## config.mk

```make
export PLATFORM = sky130hd
export DESIGN_NAME = spi_slave_xfer_flat
export DESIGN_NICKNAME = d
export VERILOG_FILES = /design/src/rtl/spi_slave_xfer_if.sv /design/src/rtl/spi_slave_xfer.sv /design/src/flat_wrapper.sv
export SDC_FILE = /design/constraint.sdc
export NUM_CORES = 1
export LEC_CHECK = 0
export BUFFER_PORTS_ARGS = -buffer_cell sky130_fd_sc_hd__buf_2
export CORE_ASPECT_RATIO = 0.9
export CORE_MARGIN = 4
export CORE_UTILIZATION = 45
export DETAILED_ROUTE_END_ITERATION = 10
export PLACE_DENSITY_LB_ADDON = 0.3
export REMOVE_ABC_BUFFERS = 1
export SYNTH_ARGS = -nofsm -noshare
export SYNTH_HDL_FRONTEND = slang
export SYNTH_SLANG_ARGS = --single-unit
```

## constraint.sdc

```tcl
create_clock -name clk -period 2.2 [get_ports clk]
set_clock_uncertainty 0.2 [all_clocks]
set_input_delay 0.22 -clock clk [delete_from_list [all_inputs] [get_ports clk]]
set_output_delay 0.22 -clock clk [all_outputs]
set_load 0.03 [all_outputs]
```

## src/rtl/spi_slave_xfer_if.sv

```systemverilog
// Word-level stream handshake between the SPI slave and its local consumer/producer.
// The slave modport faces the SPI engine; the master modport faces the system logic.
interface spi_slave_xfer_if #(
    parameter int DATA_W = 8
);
    logic [DATA_W-1:0] tx_data;
    logic              tx_valid;
    logic              tx_ready;
    logic [DATA_W-1:0] rx_data;
    logic              rx_valid;
    logic              rx_ready;

    modport slave (
        input  tx_data, tx_valid, rx_ready,
        output tx_ready, rx_data, rx_valid
    );

    modport master (
        output tx_data, tx_valid, rx_ready,
        input  tx_ready, rx_data, rx_valid
    );
endinterface

```

## src/rtl/spi_slave_xfer.sv

```systemverilog
// SPI slave oversampled by clk: synchronized pins, all four SPI modes, one-word TX
// holding buffer and RX output register with overrun/underrun/frame-error pulses.
module spi_slave_xfer #(
    parameter int                DATA_W    = 8,
    parameter bit                CPOL      = 1'b0,
    parameter bit                CPHA      = 1'b0,
    parameter bit                MSB_FIRST = 1'b1,
    parameter logic [DATA_W-1:0] FILL      = {DATA_W{1'b1}}
) (
    input  logic            clk,
    input  logic            rst,
    input  logic            SCK,
    input  logic            SS,
    input  logic            MOSI,
    output logic            MISO,
    output logic            miso_oe,
    spi_slave_xfer_if.slave bus,
    output logic            rx_overrun,
    output logic            tx_underrun,
    output logic            frame_err,
    output logic            busy
);
    localparam int                CNT_W = $clog2(DATA_W);
    localparam logic [CNT_W-1:0]  LAST  = CNT_W'(DATA_W - 1);

    typedef enum logic {IDLE, ACTIVE} state_t;

    state_t            state, state_nxt;
    logic [1:0]        sck_sync, ss_sync, mosi_sync;
    logic              sck_prev, ss_prev;
    logic [1:0]        warm_cnt;
    logic [CNT_W-1:0]  bit_cnt;
    logic [DATA_W-1:0] tx_shift, rx_shift, holding, rx_data_q;
    logic              holding_full, tx_ready_q, rx_valid_q, miso_q;

    function automatic logic first_bit(input logic [DATA_W-1:0] w);
        return MSB_FIRST ? w[DATA_W-1] : w[0];
    endfunction

    function automatic logic [DATA_W-1:0] shift_out(input logic [DATA_W-1:0] w);
        return MSB_FIRST ? {w[DATA_W-2:0], 1'b0} : {1'b0, w[DATA_W-1:1]};
    endfunction

    // NOTE: every clocked block uses non-blocking assignments so all flops update together.
    always_ff @(posedge clk) begin
        if (!rst) begin
            sck_sync  <= {2{CPOL}};
            ss_sync   <= 2'b11;
            mosi_sync <= 2'b00;
            sck_prev  <= CPOL;
            ss_prev   <= 1'b1;
            warm_cnt  <= 2'd0;
        end else begin
            sck_sync  <= {sck_sync[0], SCK};
            ss_sync   <= {ss_sync[0], SS};
            mosi_sync <= {mosi_sync[0], MOSI};
            sck_prev  <= sck_sync[1];
            ss_prev   <= ss_sync[1];
            if (warm_cnt != 2'd3) warm_cnt <= warm_cnt + 2'd1;
        end
    end

    // Edges are only trusted once the pipeline holds real pin samples, so an SS
    // still low at reset release is not mistaken for a fresh falling edge.
    logic warm, sck_rise, sck_fall, leading, trailing, sample_edge, shift_edge;
    logic ss_fall, ss_rise, mosi_s;
    assign warm        = (warm_cnt == 2'd3);
    assign mosi_s      = mosi_sync[1];
    assign sck_rise    = warm &  sck_sync[1] & ~sck_prev;
    assign sck_fall    = warm & ~sck_sync[1] &  sck_prev;
    assign ss_fall     = warm & ~ss_sync[1]  &  ss_prev;
    assign ss_rise     = warm &  ss_sync[1]  & ~ss_prev;
    assign leading     = CPOL ? sck_fall : sck_rise;
    assign trailing    = CPOL ? sck_rise : sck_fall;
    assign sample_edge = CPHA ? trailing : leading;
    assign shift_edge  = CPHA ? leading  : trailing;

    always_ff @(posedge clk) begin
        if (!rst) state <= IDLE;
        else      state <= state_nxt;
    end

    // NOTE: combinational blocks assign a default first so no latch is inferred.
    always_comb begin
        state_nxt = state;
        case (state)
            IDLE:    if (ss_fall) state_nxt = ACTIVE;
            ACTIVE:  if (ss_rise) state_nxt = IDLE;
            default: state_nxt = IDLE;
        endcase
    end

    always_comb begin
        busy    = (state == ACTIVE);
        miso_oe = busy;
        MISO    = busy & miso_q;
    end

    logic starting, in_word, sample, word_end, do_shift, load, tx_write, hold_full_nxt;
    logic [DATA_W-1:0] rx_word, load_word;
    assign starting  = (state == IDLE) & ss_fall;
    assign in_word   = (state == ACTIVE) & ~ss_rise;
    assign sample    = in_word & sample_edge;
    assign word_end  = sample & (bit_cnt == LAST);
    // In CPHA=0 the first bit is already on MISO after the load, so the shift
    // edge that follows a word boundary must not advance the register.
    assign do_shift  = in_word & shift_edge & (CPHA | (bit_cnt != '0));
    assign load      = starting | word_end;
    assign rx_word   = MSB_FIRST ? {rx_shift[DATA_W-2:0], mosi_s} : {mosi_s, rx_shift[DATA_W-1:1]};
    assign load_word = holding_full ? holding : FILL;
    assign tx_write  = bus.tx_valid & tx_ready_q;
    assign hold_full_nxt = (holding_full & ~load) | tx_write;

    always_ff @(posedge clk) begin
        if (!rst) begin
            bit_cnt      <= '0;
            tx_shift     <= '0;
            rx_shift     <= '0;
            holding      <= '0;
            holding_full <= 1'b0;
            tx_ready_q   <= 1'b0;
            rx_data_q    <= '0;
            rx_valid_q   <= 1'b0;
            miso_q       <= 1'b0;
            rx_overrun   <= 1'b0;
            tx_underrun  <= 1'b0;
            frame_err    <= 1'b0;
        end else begin
            rx_overrun   <= 1'b0;
            tx_underrun  <= 1'b0;
            frame_err    <= 1'b0;
            holding_full <= hold_full_nxt;
            tx_ready_q   <= ~hold_full_nxt;
            if (tx_write) holding <= bus.tx_data;

            if (load) begin
                if (!holding_full) tx_underrun <= 1'b1;
                if (CPHA) begin
                    tx_shift <= load_word;
                end else begin
                    miso_q   <= first_bit(load_word);
                    tx_shift <= shift_out(load_word);
                end
            end else if (do_shift) begin
                miso_q   <= first_bit(tx_shift);
                tx_shift <= shift_out(tx_shift);
            end

            if (starting) begin
                bit_cnt  <= '0;
                rx_shift <= '0;
            end else if ((state == ACTIVE) && ss_rise) begin
                frame_err <= (bit_cnt != '0);
                bit_cnt   <= '0;
                rx_shift  <= '0;
                miso_q    <= 1'b0;
            end else if (sample) begin
                rx_shift <= rx_word;
                bit_cnt  <= word_end ? '0 : bit_cnt + 1'b1;
            end

            if (word_end) begin
                if (!rx_valid_q || bus.rx_ready) begin
                    rx_data_q  <= rx_word;
                    rx_valid_q <= 1'b1;
                end else begin
                    rx_overrun <= 1'b1;
                end
            end else if (rx_valid_q && bus.rx_ready) begin
                rx_valid_q <= 1'b0;
            end
        end
    end

    assign bus.tx_ready = tx_ready_q;
    assign bus.rx_data  = rx_data_q;
    assign bus.rx_valid = rx_valid_q;
endmodule

```

## src/flat_wrapper.sv

```systemverilog
// flat-port wrapper written by rule: the top's interface ports become plain ports
module spi_slave_xfer_flat 
#(
    parameter int                DATA_W    = 8,
    parameter bit                CPOL      = 1'b0,
    parameter bit                CPHA      = 1'b0,
    parameter bit                MSB_FIRST = 1'b1,
    parameter logic [DATA_W-1:0] FILL      = {DATA_W{1'b1}}
)
  (clk, rst, SCK, SS, MOSI, MISO, miso_oe, rx_overrun, tx_underrun, frame_err, busy, bus_tx_data, bus_tx_valid, bus_rx_ready, bus_tx_ready, bus_rx_data, bus_rx_valid);
  spi_slave_xfer_if #(.DATA_W(DATA_W)) bus_i ();
  input  logic clk;
  input  logic rst;
  input  logic SCK;
  input  logic SS;
  input  logic MOSI;
  output logic MISO;
  output logic miso_oe;
  output logic rx_overrun;
  output logic tx_underrun;
  output logic frame_err;
  output logic busy;
  input wire logic [$bits(bus_i.tx_data)-1:0] bus_tx_data;
  input wire logic [$bits(bus_i.tx_valid)-1:0] bus_tx_valid;
  input wire logic [$bits(bus_i.rx_ready)-1:0] bus_rx_ready;
  output wire logic [$bits(bus_i.tx_ready)-1:0] bus_tx_ready;
  output wire logic [$bits(bus_i.rx_data)-1:0] bus_rx_data;
  output wire logic [$bits(bus_i.rx_valid)-1:0] bus_rx_valid;
  assign bus_i.tx_data = bus_tx_data;
  assign bus_i.tx_valid = bus_tx_valid;
  assign bus_i.rx_ready = bus_rx_ready;
  assign bus_tx_ready = bus_i.tx_ready;
  assign bus_rx_data = bus_i.rx_data;
  assign bus_rx_valid = bus_i.rx_valid;
  spi_slave_xfer #(.DATA_W(DATA_W), .CPOL(CPOL), .CPHA(CPHA), .MSB_FIRST(MSB_FIRST), .FILL(FILL)) u_core (.clk(clk), .rst(rst), .SCK(SCK), .SS(SS), .MOSI(MOSI), .MISO(MISO), .miso_oe(miso_oe), .bus(bus_i), .rx_overrun(rx_overrun), .tx_underrun(tx_underrun), .frame_err(frame_err), .busy(busy));
endmodule
```

==> tab_implementation.tex <==
\begin{tabular}{lr}
\hline
Metric & Value \\
\hline
\multicolumn{2}{l}{\textbf{Synthesis}} \\
Dominant synthesized flop cell & sky130\_fd\_sc\_hd\_\_dfxtp\_1 \\
Yosys Warn Count & 0 \\
Cells taking the most area after synthesis & sky130\_fd\_sc\_hd\_\_dfxtp\_1 (50\%), sky130\_fd\_sc\_hd\_\_mux2i\_1 (12\%), sky130\_fd\_sc\_hd\_\_a211oi\_1 (5.2\%) \\
Number of enable flip-flop cells after synthesis & 0 \\
Top-area cell type share of the netlist area & 50.3\% \\
Proportion of synthesized chip area in sequential cells & about half \\
Share of synthesized registers carrying an async set or reset & 0\% \\
Most area-hungry cell type in the Yosys netlist & sky130\_fd\_sc\_hd\_\_dfxtp\_1 \\
Area of the mapped netlist & around 2000 µm² \\
Number of synthesized register bits & 51 \\
Average footprint of a synthesized cell & approximately 10 µm² \\
Post-synthesis instance total & about 200 \\
Number of distinct library cells after synthesis & 35 \\
\multicolumn{2}{l}{\textbf{Setup path}} \\
Cell type of the slowest stage on the worst timing path & sky130\_fd\_sc\_hd\_\_dfxtp\_1 \\
Data required time at the worst endpoint & $\sim$2200 ps \\
Arrival time at the worst endpoint & a little under 2000 ps \\
Cell seen most often among critical-path stages & sky130\_fd\_sc\_hd\_\_ha\_1 \\
Largest delay share family, worst path & simple AND/OR/NAND/NOR gates \\
Number of buffer and inverter instances along the worst setup path & 1 \\
Startpoint-to-endpoint class of the critical path & flip-flop to flip-flop \\
Critical path startpoint category & flip-flop \\
Element type at the critical path end & flip-flop \\
Largest fanout on the critical path & 8 \\
Largest incremental delay on the critical path & approximately 380 ps \\
Cells along the critical path & ha\_1 > ha\_1 > and3b\_1 > and4\_1 > buf\_4 > mux2i\_1 > nor2\_1 \\
\multicolumn{2}{l}{\textbf{Timing}} \\
Post-route worst hold slack & 14.9 ps \\
Max Freq & between 0.5 and 0.6 GHz \\
Final Hold Vio Count & 0 \\
Slew Limit Fails & 0 \\
Portion of the clock cycle consumed by the worst path in the final layout & between 80\% and 90\% \\
Unrepaired setup endpoints after global routing & false \\
Final setup violation count & 0 \\
Worst-margin pin slew & 433 ps \\
Minimum period implied by the final worst setup slack & just under 2000 ps \\
Worst relative slew slack & 71.1\% \\
PnR worst setup slack & $\sim$240 ps \\
\multicolumn{2}{l}{\textbf{Global routing}} \\
Total global routing overflow & 0 \\
Maximum number of pins on one net before global-route repair & 30 \\
Met1 demand-to-capacity share in global routing & around a fifth \\
Number of global-route vias before repair & between 1000 and 1500 \\
Met3 Usage GRT & just under 4\% \\
Number of antenna violations at the first check in global routing & 0 \\
Grt peak-use layer & met2 \\
Met2 track demand over resource in global routing & roughly 22\% \\
GRT Util Overall & $\sim$14\% \\
First-pass GRT wire length & roughly 6.4 mm \\
\multicolumn{2}{l}{\textbf{Outcome}} \\
Result of the run & completed \\
\multicolumn{2}{l}{\textbf{Drt}} \\
First-pass DRT Iterations & 4 \\
Via count of the routed design & roughly 1500 \\
Number of remaining DRC errors & 0 \\
Number of nets with antenna violations after detailed routing & 0 \\
Average detailed-routed wire length per instance & 12.1 µm \\
Via density per instance & a little under 5 \\
Total length of routed wires & 3.71 mm \\
Initial detailed-routing violation count & 111 \\
\multicolumn{2}{l}{\textbf{Clock network}} \\
Number of clock sinks & just over 50 \\
Register clock-pin slew on the reported worst setup and hold paths & 80 ps \\
Clock insertion delay at the later pin of the skew report & between 200 and 300 ps \\
Clock tree from TritonCTS & yes \\
Clock buffer count from CTS & 5 \\
CTS H-tree depth & 2 \\
CTS Buffer Depth & 2 \\
Library cell used as clock root buffer & sky130\_fd\_sc\_hd\_\_clkbuf\_8 \\
\multicolumn{2}{l}{\textbf{Power}} \\
Switching part of the total & a little over a fifth \\
Post-layout total power & roughly 1.7 mW \\
Reg power frac & between 50\% and 60\% \\
Clock Power Share & about a third \\
Reported leakage power & 0.988 nW \\
Total power per unit cell area & approximately 680 nW/µm² \\
Internal power & roughly 1.3 mW \\
Share of power burned in combinational logic & 7.2\% \\
Worst VDD drop & between 0.4 and 0.5 mV \\
Net Sw Power & $\sim$0.36 mW \\
\multicolumn{2}{l}{\textbf{Placement}} \\
HPWL reported at the end of detailed placement & around 2.5 mm \\
Post-placement worst setup slack & approximately 210 ps \\
Global placement routability congestion & about 0.77 \\
DP Area & about 2200 µm² \\
Count of port buffers added during placement & 30 \\
\multicolumn{2}{l}{\textbf{Die}} \\
Die height & 71.7 µm \\
Number of standard-cell rows in the floorplan & 22 \\
Core ar. & 4210 µm² \\
Ports & 31 \\
Effective utilization at floorplan & between 40 and 50\% \\
Die span in x & approximately 79 µm \\
Die Outline Area & approximately 5700 µm² \\
\multicolumn{2}{l}{\textbf{Layout}} \\
Area added between synthesis and finish & 20.3\% \\
Total non-filler cell area in the finished layout & around 2400 µm² \\
Net total in the final layout & between 200 and 300 \\
Share of layout cells above drive strength 1 & between 20 and 25\% \\
Count of antenna diodes in the layout & 0 \\
\multicolumn{2}{l}{\textbf{Run}} \\
Number of max-capacitance violations reported & 0 \\
\multicolumn{2}{l}{\textbf{Min path}} \\
Worst hold path type & input pin to flip-flop \\
\hline
\end{tabular}
routing by layer:
layer | up-vias | routed length (µm)
met2 | 28 | 1670
met1 | 671 | 1790
met5 | - | 0
li1 | 783 | -
met4 | 0 | 90
met3 | 11 | 161
sequential cells by signal, summed over array words and instances, names as in the netlist:
name / cells
u_core.busy: 1
u_core.rx_shift: 7
u_core.holding_full: 1
u_core.rx_overrun: 1
u_core.ss_prev: 1
u_core.miso_q: 1
u_core.frame_err: 1
u_core.bus.rx_data: 8
u_core.ss_sync: 2
u_core.tx_underrun: 1
u_core.bus.tx_ready: 1
u_core.sck_sync: 2
u_core.sck_prev: 1
u_core.holding: 8
u_core.bit_cnt: 3
u_core.mosi_sync: 2
u_core.warm_cnt: 2
u_core.tx_shift: 7
u_core.bus.rx_valid: 1
area by class of cell:
type	count	area, µm²
fillers	372	1770
flip-flops and latches	51	1020
multi-input cells	136	930
repair buffers	46	298
clock buffers	8	100
well taps	60	75.1
inverters	5	18.8
repair_timing:
action                                  4_1_cts  5_1_grt
resized for setup                             0        1
hold buffers                                 11        0
setup buffers                                 0        0
endpoints found under the setup margin        0        1
endpoints found under the hold margin        11        0
power groups by stage:
| stage | clock [mW] | sequential (mW) | combinational [mW] |
|---|---|---|---|
| after floorplan | 0 | 0.990 | 0.0633 |
| after global placement | 0 | 0.990 | 0.102 |
| after detailed placement | 0 | 0.990 | 0.103 |
| after global routing | 0.619 | 0.972 | 0.137 |
| after CTS | 0.578 | 0.968 | 0.119 |
| final | 0.566 | 0.968 | 0.119 |
final timing paths:
check | start | to | slack [ps] | cells after the start
worst max-delay path | u_core.bit_cnt[0] | u_core.bus.rx_data[5] | 240 | 7
worst max register to register | u_core.bit_cnt[0] | u_core.bus.rx_data[5] | 240 | 7
worst min register to register | u_core.ss_sync[0] | u_core.ss_sync[1] | 210 | 1
worst min-delay path | rst | u_core.ss_sync[0] | 10 | 2
metrics by stage:
stage	setup TNS, ps	utilization (%)	cells
after global routing	0	58.0	306
after floorplan	-3260	-	192
after CTS	0	57.9	306
after global placement	0	52.9	287
final	0	58.0	306
after detailed placement	0	52.9	287
worst register-to-register path, stage by stage, from the launching register on:
cell	delay, ps
sky130_fd_sc_hd__dfxtp_1	380
sky130_fd_sc_hd__ha_1	160
sky130_fd_sc_hd__ha_1	230
sky130_fd_sc_hd__and3b_1	220
sky130_fd_sc_hd__and4_1	200
sky130_fd_sc_hd__buf_4	190
sky130_fd_sc_hd__mux2i_1	200
sky130_fd_sc_hd__nor2_1	60
placed cells by master, fill, tap and decap left out, drive strengths merged:
master       instances
nor4b                1
a221o                1
clkbuf               8
nand2               20
o21ai                3
xor2                 1
and3b                1
and4                 1
a211oi              14
nand4                1
and2                 8
a21oi               15
and3                 1
ha                   4
nand3                2
or2                  1
inv                  5
buf                 35
nand2b               7
nor2b                2
mux2i               25
o311a                1
or3                  1
nor3                 4
dlygate4sd3         11
dfxtp               51
nor3b                1
nor2                20
nand3b               1
kinds of logic (layout without fill, tap and decap cells):
group           count (synthesis)  after routing  share of synthesized area (%)
simple gates                   72             72                           19.4
flops                          51             51                           50.3
compound gates                 34             34                           11.0
mux                            25             25                           12.3
buf+inv                        16             59                           4.13
fa+ha+maj                       4              4                           2.47
xor+xnor                        1              1                          0.432
cells in the mapped netlist, types with 2 or more instances:
cell type / number
sky130_fd_sc_hd__inv_1: 5
sky130_fd_sc_hd__ha_1: 4
sky130_fd_sc_hd__nand2_1: 20
sky130_fd_sc_hd__a211oi_1: 14
sky130_fd_sc_hd__and2_1: 8
sky130_fd_sc_hd__nand3_1: 2
sky130_fd_sc_hd__o21ai_0: 2
sky130_fd_sc_hd__buf_4: 4
sky130_fd_sc_hd__a21oi_1: 14
sky130_fd_sc_hd__clkbuf_1: 4
sky130_fd_sc_hd__nand2b_1: 6
sky130_fd_sc_hd__dfxtp_1: 51
sky130_fd_sc_hd__mux2i_1: 25
sky130_fd_sc_hd__nor3_1: 4
sky130_fd_sc_hd__nor2_1: 20
(Power assumes the default switching activity.)
